### src/rtl/ex_hazard_ctrl.sv
// Execute-stage sequencing controller: inserts one load-use bubble, flushes
// wrong-path instructions on taken branches, freezes the pipeline during
// data-memory stalls, latches HALT, and keeps saturating stall/flush counters.
module ex_hazard_ctrl #(
  parameter int CNT_W = 16,
  parameter int REG_W = 3
) (
  input  logic             clk,
  input  logic             rst_n,
  input  logic [15:0]      IFID_Instr,
  input  logic             IFID_ValidRs,
  input  logic             IFID_ValidRt,
  input  logic             IDEX_MemRead,
  input  logic             IDEX_RegWriteEN,
  input  logic [REG_W-1:0] IDEX_DstRegNum,
  input  logic             EX_BranchTaken,
  input  logic             Mem_Stall,
  input  logic             WB_Halt,
  output logic             PC_WriteEN,
  output logic             IFID_WriteEN,
  output logic             IFID_Flush,
  output logic             IDEX_Bubble,
  output logic             EXMEM_WriteEN,
  output logic             MEMWB_WriteEN,
  output logic             Halted,
  output logic [CNT_W-1:0] Stall_Count,
  output logic [CNT_W-1:0] Flush_Count
);

  typedef enum logic [1:0] {
    S_RUN        = 2'd0,
    S_LU_STALL   = 2'd1,
    S_MEM_FREEZE = 2'd2,
    S_HALT       = 2'd3
  } state_t;

  localparam logic [CNT_W-1:0] CNT_MAX = {CNT_W{1'b1}};

  state_t           state;
  state_t           state_nxt;
  logic             stall_inc;
  logic             flush_inc;
  logic             lu;
  logic [REG_W-1:0] rs;
  logic [REG_W-1:0] rt;
  logic             unused_instr;

  assign rs = IFID_Instr[8 +: REG_W];
  assign rt = IFID_Instr[5 +: REG_W];
  assign unused_instr = ^{IFID_Instr[15:11], IFID_Instr[4:0]};

  // A load in ID/EX whose destination feeds a source read in IF/ID cannot be
  // forwarded in time, so it needs one bubble.
  assign lu = IDEX_MemRead & IDEX_RegWriteEN &
              ((IFID_ValidRs & (rs == IDEX_DstRegNum)) |
               (IFID_ValidRt & (rt == IDEX_DstRegNum)));

  assign Halted = (state == S_HALT);

  // Control outputs, next state and counter increments from state and inputs.
  always_comb begin
    PC_WriteEN    = 1'b1;
    IFID_WriteEN  = 1'b1;
    IFID_Flush    = 1'b0;
    IDEX_Bubble   = 1'b0;
    EXMEM_WriteEN = 1'b1;
    MEMWB_WriteEN = 1'b1;
    state_nxt     = state;
    stall_inc     = 1'b0;
    flush_inc     = 1'b0;
    case (state)
      S_RUN: begin
        if (WB_Halt || Mem_Stall) begin
          PC_WriteEN    = 1'b0;
          IFID_WriteEN  = 1'b0;
          EXMEM_WriteEN = 1'b0;
          MEMWB_WriteEN = 1'b0;
          state_nxt     = WB_Halt ? S_HALT : S_MEM_FREEZE;
        end else if (EX_BranchTaken) begin
          // The instruction behind a taken branch is wrong-path, so a pending
          // load-use stall on it is moot.
          IFID_Flush  = 1'b1;
          IDEX_Bubble = 1'b1;
          flush_inc   = 1'b1;
        end else if (lu) begin
          PC_WriteEN   = 1'b0;
          IFID_WriteEN = 1'b0;
          IDEX_Bubble  = 1'b1;
          stall_inc    = 1'b1;
          state_nxt    = S_LU_STALL;
        end
      end
      S_LU_STALL: begin
        // The load has moved on to MEM; forwarding covers it, so lu is ignored.
        if (WB_Halt || Mem_Stall) begin
          PC_WriteEN    = 1'b0;
          IFID_WriteEN  = 1'b0;
          EXMEM_WriteEN = 1'b0;
          MEMWB_WriteEN = 1'b0;
          state_nxt     = WB_Halt ? S_HALT : S_MEM_FREEZE;
        end else begin
          state_nxt = S_RUN;
        end
      end
      S_MEM_FREEZE: begin
        PC_WriteEN    = 1'b0;
        IFID_WriteEN  = 1'b0;
        EXMEM_WriteEN = 1'b0;
        MEMWB_WriteEN = 1'b0;
        if (WB_Halt)         state_nxt = S_HALT;
        else if (!Mem_Stall) state_nxt = S_RUN;
      end
      default: begin
        PC_WriteEN    = 1'b0;
        IFID_WriteEN  = 1'b0;
        EXMEM_WriteEN = 1'b0;
        MEMWB_WriteEN = 1'b0;
      end
    endcase
  end

  // State register and saturating debug counters.
  always_ff @(posedge clk) begin
    if (!rst_n) begin
      state       <= S_RUN;
      Stall_Count <= '0;
      Flush_Count <= '0;
    end else begin
      state <= state_nxt;
      if (stall_inc && (Stall_Count != CNT_MAX)) Stall_Count <= Stall_Count + 1'b1;
      if (flush_inc && (Flush_Count != CNT_MAX)) Flush_Count <= Flush_Count + 1'b1;
    end
  end

endmodule

### config.mk
export PLATFORM = sky130hd
export DESIGN_NAME = ex_hazard_ctrl
export DESIGN_NICKNAME = d
export VERILOG_FILES = /design/src/rtl/ex_hazard_ctrl.sv
export SDC_FILE = /design/constraint.sdc
export NUM_CORES = 1
export LEC_CHECK = 0
export ABC_AREA = 0
export CORE_UTILIZATION = 40
export DETAILED_ROUTE_END_ITERATION = 10
export PLACE_DENSITY = 0.74
export RECOVER_POWER = 50
export SYNTH_ARGS = -nofsm -noshare
export SYNTH_HDL_FRONTEND = slang
export SYNTH_SLANG_ARGS = --single-unit
### constraint.sdc
create_clock -name clk -period 2.85 [get_ports clk]
set_input_delay 0.57 -clock clk [delete_from_list [all_inputs] [get_ports clk]]
set_output_delay 0.57 -clock clk [all_outputs]
set_load 0.02 [all_outputs]
==> results of run 1 <==
==> synth_stat cells (all sizes together) (4+ instances only) <==
master,number,area (um^2)
nor4,5,37.5
nor3,14,70.1
and4,6,52.6
mux2i,9,90.1
a21oi,10,50.1
nand2b,5,31.3
o21ai,5,25.0
xnor2,19,166
dfxtp,34,681
nor4b,4,56.3
o31ai,7,52.6
nand3,12,65.1
ha,6,75.1
nand4,10,81.3
or4,7,52.6
nor2,18,70.1
inv,10,37.5
clkbuf,5,18.8
nand2,26,100
==> critical path, delay by kind of cell <==
| kind | cells | cell delay [ps] |
|---|---|---|
| AO/OA/AOI/OAI | 2 | 390 |
| XOR/XNOR | 1 | 130 |
| buffers and inverters | 2 | 830 |
| AND/OR/NAND/NOR | 1 | 230 |
==> cell type report <==
cell class / instances / share of cell area, %
multi-input combinational: 187 / 45.4
sequential: 34 / 24.6
timing repair buffer: 65 / 22.4
clock buffer: 7 / 3.12
tap: 67 / 3.02
inverter: 10 / 1.35
clock inverter: 1 / 0.181
==> cells by family after synthesis <==
kind of cell	count (synthesis)	synth area share [%]
and+or+nand+nor	119	34.4
AOI/OAI and AO/OA	34	11.8
DFF	34	33.6
xor gates and xnor gates	19	8.23
buffers and inverters	18	3.77
muxes	9	4.45
adders and majority gates	6	3.71
==> metrics by stage <==
stage	TNS (ps)	util, %
3_3_place_gp	-325	56.3
6_report	0	57.9
5_1_grt	0	57.9
3_5_place_dp	-431	56.3
4_1_cts	0	58.2
2_1_floorplan	0	-
==> layout by cell type, fill, tap and decap left out, types with 2 or more instances in the layout <==
cell,instances
o31ai_1,7
nand2_1,25
and4_1,6
dfxtp_1,34
or3_1,3
nor4b_1,2
and3_1,3
nand4_2,3
o31a_1,2
nand3_1,11
xnor2_1,19
nor4_1,5
nor3b_1,2
o21ai_0,4
clkbuf_1,2
clkbuf_8,6
nor3_1,14
a21oi_1,10
buf_4,8
dlygate4sd3_1,31
nor2_1,18
nand4_1,7
mux2i_1,9
clkdlybuf4s50_1,22
or4_1,7
inv_1,10
dlygate4sd2_1,3
ha_1,6
and2_1,2
nand2b_1,5
==> timing repair <==
action | 4_1_cts | 5_1_grt
pin swaps | 0 | 1
endpoints found under the setup margin | 3 | 1
endpoints found under the hold margin | 0 | 0
hold buffers | 0 | 0
resized for setup | 3 | 0
==> registers in the layout, summed over array words and instances, names as in the netlist <==
name and count:
Flush_Count 16, Stall_Count 16, state 2
==> power by group <==
| group | total [W] | leakage, nW | switching (W) | internal, W |
|---|---|---|---|---|
| clock network | 0.000375 | 0.0482 | 0.000180 | 0.000195 |
| logic | 0.000329 | 0.710 | 0.000170 | 0.000158 |
| registers | 0.000510 | 0.274 | 0.0000183 | 0.000492 |
| total | 0.00121 | 1.03 | 0.000369 | 0.000845 |
==> worst max path at each step <==
stage	start	to	slack [ps]	cells after the start
floorplan	IFID_Instr[6]	PC_WriteEN	350	6
global placement	IDEX_DstRegNum[0]	IFID_WriteEN	-110	6
detailed placement	IDEX_DstRegNum[1]	IFID_WriteEN	-150	6
CTS	IDEX_DstRegNum[1]	IFID_WriteEN	100	6
global route	IDEX_DstRegNum[2]	PC_WriteEN	3	6
finish	IDEX_DstRegNum[1]	IFID_WriteEN	120	6
==> layer usage <==
metal	wire, um	up-vias	global-route usage, %
met5	0	-	0
met4	94	0	7.41
met3	218	8	4.01
met2	2120	51	29.3
met1	2130	909	24.9
li1	-	1007	-
==> metrics, run 1 <==
die width 73.1 um; Seq/Total Area, Yosys 33.6%; Synth cell types 46; Syn Area/Cell 8.47 um^2; post-place setup slack -146 ps; Max FO, Critical Path 3; total power 0.00121 W; DRT Wirelength 4.57 mm; die area 5350 um^2; GRT Overall Usage 18.7%; flops & latches, synth 34; TritonCTS clock tree yes; vias 1975; clock root buffer clkbuf_8; worst reg2reg setup slack 650 ps; # Post-CTS Setup Buffers 0; register area 681 um^2; Rel. slew slack 34.5%; layout cells sized above 1 7.89%; min cycle time layout 2730 ps; CTS Buf Count 5; DR iter-0 viols 72; CP max-delay cell clkdlybuf4s50_1; Worst Hold Class register to register; Final Skew 3.85 ps; hold depth 2; Setup crit start kind input port; Crit. End Element output port; # rows 25; global placement routability congestion 0.798; Slew @ Worst Pin 974 ps; Syn Nets 273; r2r endpoint Flush_Count[3]$_SDFFE_PN0P_; Worst EP arrival 2160 ps; core area 4790 um^2; Mapped Cells 239; # nets final 337; final instance area 2770 um^2; Slew Viols, Final 0; drt pass-1 iters 4; overall die height 73.1 um; initial core utilization 42.3%; reg2reg start Flush_Count[0]$_SDFFE_PN0P_; first-pass GRT wire length 7.87 mm; kind of critical path input port to output port; Critical Path RT 2280 ps; Most used DFF post-synth dfxtp_1; R2R cell count 6; Post-Syn Area 2020 um^2; I/O Buffers 56; detailed placement HPWL 3.46 mm; crit-path cells clkdlybuf4s50_1 > xnor2_1 > and4_1 > o21ai_1 > o31a_1 > dlygate4sd2_1; Via density 5.32; Fin Hold WS 500 ps; EDFF count, synth 0; outcome completed; period utilization 95.7%; Clock Latency Late Sink 290 ps; initial antenna violation count 0; final std cells w/o fill 371; placed cells 363; ANT cells 0; number of synthesis warnings 0; final hold violation count 0; gr ovfl total 0; CTS H-tree depth 2; RSZ-0062 raised after global routing false; crit-path max cell delay 510 ps; per-cell routed wire length 12.3 um; VDD IR max 0.422 mV; Hold Path End Stall_Count[9]$_SDFFE_PN0P_; Fmax 367 MHz; setup violators final 0; largest net degree at the start of global routing 25; Async S/R FF share, synth 0%; Hold Startpoint Stall_Count[9]$_SDFFE_PN0P_; Leak Pwr 1.03 nW; clock-pin slew on the worst setup and hold paths 70 ps; ANT nets after route 0; I/O pin total 67; DRC Markers 0; fillers 447; Layout area overhead 37.0%; placed cell area 2700 um^2; Bufs on Longest Clock Path 2; Max-Cap Viols 0; Power Density 438 nW/um^2; Final WS setup 124 ps; # clock sinks 34; number of global-route vias before repair 1740; multi-input combinational cell area 1260 um^2
Note: power is estimated with default switching activity, not from simulation.
==> run 2: changes to the inputs <==
--- a/config.mk
+++ b/config.mk
@@ -8,7 +8,8 @@
 export ABC_AREA = 0
 export CORE_UTILIZATION = 40
 export DETAILED_ROUTE_END_ITERATION = 10
-export PLACE_DENSITY = 0.74
+export DONT_BUFFER_PORTS = 1
+export PLACE_DENSITY = 0.57
 export RECOVER_POWER = 50
 export SYNTH_ARGS = -nofsm -noshare
 export SYNTH_HDL_FRONTEND = slang
==> constraint.sdc (replaced) <==
create_clock -name clk -period 2.9 [get_ports clk]
set_input_delay 0.58 -clock clk [delete_from_list [all_inputs] [get_ports clk]]
set_output_delay 0.58 -clock clk [all_outputs]
set_load 0.02 [all_outputs]
==> metrics, run 2 (synthesis gave the netlist of run 1 again) <==
layout cells sized above 1 9.09% (+1.2 points); kind of critical path register to register; VDD IR max 0.415 mV (-1.6%); clock-pin slew on the worst setup and hold paths 80 ps (about the same); vias 1708 (-14%); ANT nets after route 0 (unchanged); drt pass-1 iters 4 (unchanged); cell-internal power 0.000954 W (+13%); biggest regs Flush_Count x16, Stall_Count x16, state x2; first-pass GRT wire length 7.27 mm (-7.6%); initial antenna violation count 0 (unchanged); Clock Latency Late Sink 290 ps (about the same); Worst EP arrival 2580 ps (+420 ps); most common cell after layout, fill and taps aside dfxtp_1; ANT cells 0 (unchanged); Setup crit start kind register; DR iter-0 viols 66 (-8.3%); Max FO, Critical Path 6 (+3); R2R cell count 7 (+1); final std cells w/o fill 309 (-17%); period utilization 81.2%; outcome completed; overall die height 73.1 um (unchanged); Fmax 425 MHz; most frequent cells in the layout dfxtp_1, nand2_1, xnor2_1, nor2_1, nor3_1; Rel. slew slack 46.8% (+12 points); Via density 5.53 (+3.8%); Max-Cap Viols 0 (unchanged); TritonCTS clock tree yes; setup TNS 0 ps (unchanged); Bufs on Longest Clock Path 2 (unchanged); Leak Pwr 0.702 nW (-32%); net switching power 0.000352 W (-4.5%); # Post-CTS Setup Buffers 0 (unchanged); DRC Markers 0 (unchanged); CTS Buf Count 5 (unchanged); total power 0.00131 W (+7.6%); Slew Viols, Final 0 (unchanged); I/O pin total 67 (unchanged); RSZ-0062 raised after global routing false; Worst Hold Class input port to register; post-CTS sizing 0 (-3); detailed placement HPWL 3.15 mm (-8.9%); setup violators final 0 (unchanged); Final WS setup 544 ps (+421 ps); min cycle time layout 2360 ps; Worst setup endpoint Stall_Count[15]$_SDFFE_PN0P_; DRT Wirelength 4.40 mm (-3.7%); Clock Power Share 42.5% (+12 points); reg2reg start state[0]$_SDFFE_PN0P_; core area 4790 um^2 (unchanged); largest net degree at the start of global routing 25 (unchanged); Layout area overhead 9.96%; I/O Buffers 0 (-100%); Slew @ Worst Pin 798 ps (-176 ps); die area 5350 um^2 (unchanged); r2r endpoint Stall_Count[15]$_SDFFE_PN0P_; # clock sinks 34 (unchanged); Crit. Startpoint state[0]$_SDFFE_PN0P_; worst reg2reg setup slack 540 ps (-110 ps); # nets final 275 (-18%); Flop pwr share 38.6% (-3.4 points); Critical Path RT 3120 ps (+840 ps); cts hold-fix bufs 0 (unchanged); gr ovfl total 0 (unchanged); Power Density 587 nW/um^2 (+34%); die width 73.1 um (unchanged); clock root buffer clkbuf_8; post-place setup slack 733 ps (+879 ps); placed cells 301 (-17%); CTS H-tree depth 2 (unchanged); Final Skew 2.70 ps (-1.15 ps); combinational share of power 18.9% (-8.2 points); # rows 25 (unchanged); number of global-route vias before repair 1557 (-11%); final hold violation count 0 (unchanged); GRT Overall Usage 17.6% (-1.2 points); global placement routability congestion 0.700 (-12%); sw frac 27.0% (-3.4 points); Crit. End Element register; per-cell routed wire length 14.2 um (+16%); initial core utilization 42.3% (unchanged)
[run 2: cell types whose count changed in the layout (fill, tap and decap cells not counted), moves of 2 or more]
cell,before,now
bufinv_16,0,2
buf_4,8,3
clkdlybuf4s50_1,22,0
dlygate4sd3_1,31,0
clkbuf_1,2,0
dlygate4sd2_1,3,0
[run 2: how the worst min path moves through the flow]
stage / from / endpoint / depth (start not counted)
3_3_place_gp: state[1]$_SDFFE_PN0P_ / state[1]$_SDFFE_PN0P_ / 2
6_report: rst_n / Flush_Count[12]$_SDFFE_PN0P_ / 1
5_1_grt: rst_n / Flush_Count[12]$_SDFFE_PN0P_ / 1
3_5_place_dp: state[1]$_SDFFE_PN0P_ / state[1]$_SDFFE_PN0P_ / 2
2_1_floorplan: state[1]$_SDFFE_PN0P_ / state[1]$_SDFFE_PN0P_ / 2
4_1_cts: rst_n / Flush_Count[12]$_SDFFE_PN0P_ / 1
[run 2: power by group through the flow]
stage	registers [W]	logic, W	clock network (W)
final	0.000503	0.000247	0.000555
after CTS	0.000503	0.000252	0.000568
after global routing	0.000506	0.000277	0.000588
after floorplan	0.000510	0.000224	0
after detailed placement	0.000514	0.000251	0
after global placement	0.000514	0.000252	0
[run 2: layout make-up]
class | instances | area [um^2]
clock buffer | 6 | 82.6
tap | 67 | 83.8
inverter | 10 | 37.5
sequential | 34 | 681
fill | 483 | 2560
multi-input combinational | 187 | 1260
clock inverter | 2 | 60.1
timing repair buffer | 3 | 22.5
[run 2: through the flow]
stage          cell area [um^2]  util (%)  hold slack, ps
4_1_cts                    2230      46.7             406
3_5_place_dp               2090      43.7             502
6_report                   2220      46.5             418
2_1_floorplan              2020         -             471
3_3_place_gp               2090      43.7             497
5_1_grt                    2220      46.5             397
[run 2: worst max-delay path, cell delays in order, from the launching register on]
cell      delay (ps)
dfxtp_1          340
inv_1             90
ha_1             270
nor4b_2          650
nand4_2          260
nand3b_1         260
nor3_1           210
mux2i_1          200
[run 2: per-layer routing]
metal  GRT usage (%)  up-vias  wire length, um
met2            27.7       44             1970
met3            5.39        6              265
li1                -      880                -
met1            22.9      778             2100
met4            5.23        0               57
met5               0        -                0
==> run 3: changes to the inputs <==
==> constraint.sdc (replaced) <==
create_clock -name clk -period 2.36 [get_ports clk]
set_input_delay 0.472 -clock clk [delete_from_list [all_inputs] [get_ports clk]]
set_output_delay 0.472 -clock clk [all_outputs]
set_load 0.02 [all_outputs]
==> metrics, run 3 (synthesis gave the netlist of run 1 again) <==
setup violators final 0 (unchanged); die area 5350 um^2 (unchanged); Power Density 624 nW/um^2 (+6.3%); I/O pin total 67 (unchanged); Max-Cap Viols 0 (unchanged); die width 73.1 um (unchanged); global placement routability congestion 0.740 (+5.8%); DR iter-0 viols 110 (+67%); GRT Overall Usage 18.5% (+0.94 points); overall die height 73.1 um (unchanged); # clock sinks 34 (unchanged); cts hold-fix bufs 0 (unchanged); Leak Pwr 0.724 nW (+3.2%); # nets final 293 (+6.5%); net switching power 0.000431 W (+22%); min cycle time layout 2040 ps; Crit. End Element output port; vias 1791 (+4.9%); core area 4790 um^2 (unchanged); RSZ-0062 raised after global routing false; VDD IR max 0.368 mV (-11%); clock-pin slew on the worst setup and hold paths 70 ps (about the same); Rel. slew slack 60.3% (+14 points); sw frac 30.4% (+3.5 points); kind of critical path register to output port; Via density 5.48 (-0.91%); outcome completed; most frequent cells in the layout dfxtp_1, nand2_1, xnor2_1, nor2_1, nor3_1; ANT nets after route 0 (unchanged); Fin Hold WS 321 ps (-96.1 ps); Worst EP arrival 1570 ps (-1010 ps); largest net degree at the start of global routing 25 (unchanged); placed cell area 2230 um^2 (+6.5%); Max FO, Critical Path 5 (-1); drt pass-1 iters 4 (unchanged); total power 0.00141 W (+8.3%); most common cell after layout, fill and taps aside dfxtp_1; number of global-route vias before repair 1678 (+7.8%); detailed placement HPWL 3.39 mm (+7.4%); Critical Path RT 1890 ps (-1230 ps); setup TNS 0 ps (unchanged); Clock Latency Late Sink 280 ps (about the same); final hold violation count 0 (unchanged); I/O Buffers 0 (unchanged); DRC Markers 0 (unchanged); cell-internal power 0.000984 W (+3.1%); # rows 25 (unchanged); CTS H-tree depth 2 (unchanged); ANT cells 0 (unchanged); reg2reg start state[0]$_SDFFE_PN0P_; layout cells sized above 1 10.0% (+0.91 points); # Post-CTS Setup Buffers 0 (unchanged); first-pass GRT wire length 7.76 mm (+6.7%); per-cell routed wire length 14.1 um (-1.0%); Layout area overhead 12.0%; Crit. Startpoint state[0]$_SDFFE_PN0P_; gr ovfl total 0 (unchanged); Setup crit start kind register; Slew Viols, Final 0 (unchanged); Worst Hold Class input port to register; final instance area 2270 um^2 (+1.9%); Hold Startpoint rst_n; Flop pwr share 43.3% (+4.7 points); combinational share of power 24.4% (+5.5 points); Final Skew 3.82 ps (+1.12 ps); post-place setup slack 370 ps (-363 ps); Bufs on Longest Clock Path 2 (unchanged); period utilization 86.4%; initial antenna violation count 0 (unchanged); DRT Wirelength 4.61 mm (+4.7%); TritonCTS clock tree yes; Fmax 490 MHz; hold depth 1 (unchanged); CTS Buf Count 5 (unchanged); biggest regs Flush_Count x16, Stall_Count x16, state x2; post-CTS sizing 0 (unchanged); Clock Power Share 32.3% (-10 points); initial core utilization 42.3% (unchanged); clock root buffer clkbuf_8; Slew @ Worst Pin 595 ps (-203 ps); R2R cell count 7 (unchanged); Final WS setup 321 ps (-223 ps)
==> run 3: critical path, cell delays in order (launching register included) <==
cell and delay, ps:
dfxtp_1 380, inv_1 80, ha_1 220, buf_4 160, o21a_1 180, o31a_1 100, buf_4 180
==> run 3: metal layers <==
metal  GRT usage, %  up-vias  wire (um)
li1               -      910          -
met1           24.1      837       2220
met2           29.5       42       2090
met3           5.52        2        262
met4           5.01        0         29
met5              0        -          0
==> run 3: final timing paths <==
kind,endpoint,slack [ps]
min reg2reg,state[0]$_SDFFE_PN0P_,510
max,PC_WriteEN,320
max reg2reg,Stall_Count[15]$_SDFFE_PN0P_,370
min,Flush_Count[12]$_SDFFE_PN0P_,320
==> run 3: power groups by stage <==
stage	combinational, W	sequential, W	clock [W]
after floorplan	0.000275	0.000627	0
after global placement	0.000346	0.000625	0
after detailed placement	0.000346	0.000626	0
after CTS	0.000349	0.000613	0.000473
after global routing	0.000393	0.000616	0.000490
final	0.000345	0.000612	0.000457
==> run 3: final cells by class <==
cell class	count	area (um^2)
repair buffers	21	109
fillers	497	2520
flip-flops and latches	34	681
clock inverters	2	12.5
clock buffers	6	82.6
multi-input cells	187	1260
well taps	67	83.8
inverters	10	37.5
==> run 3: per-stage QoR <==
step,instances,utilization (%)
CTS,327,48.5
global route,327,47.3
detailed placement,319,46.5
finish,327,47.3
global placement,319,46.5
floorplan,239,-
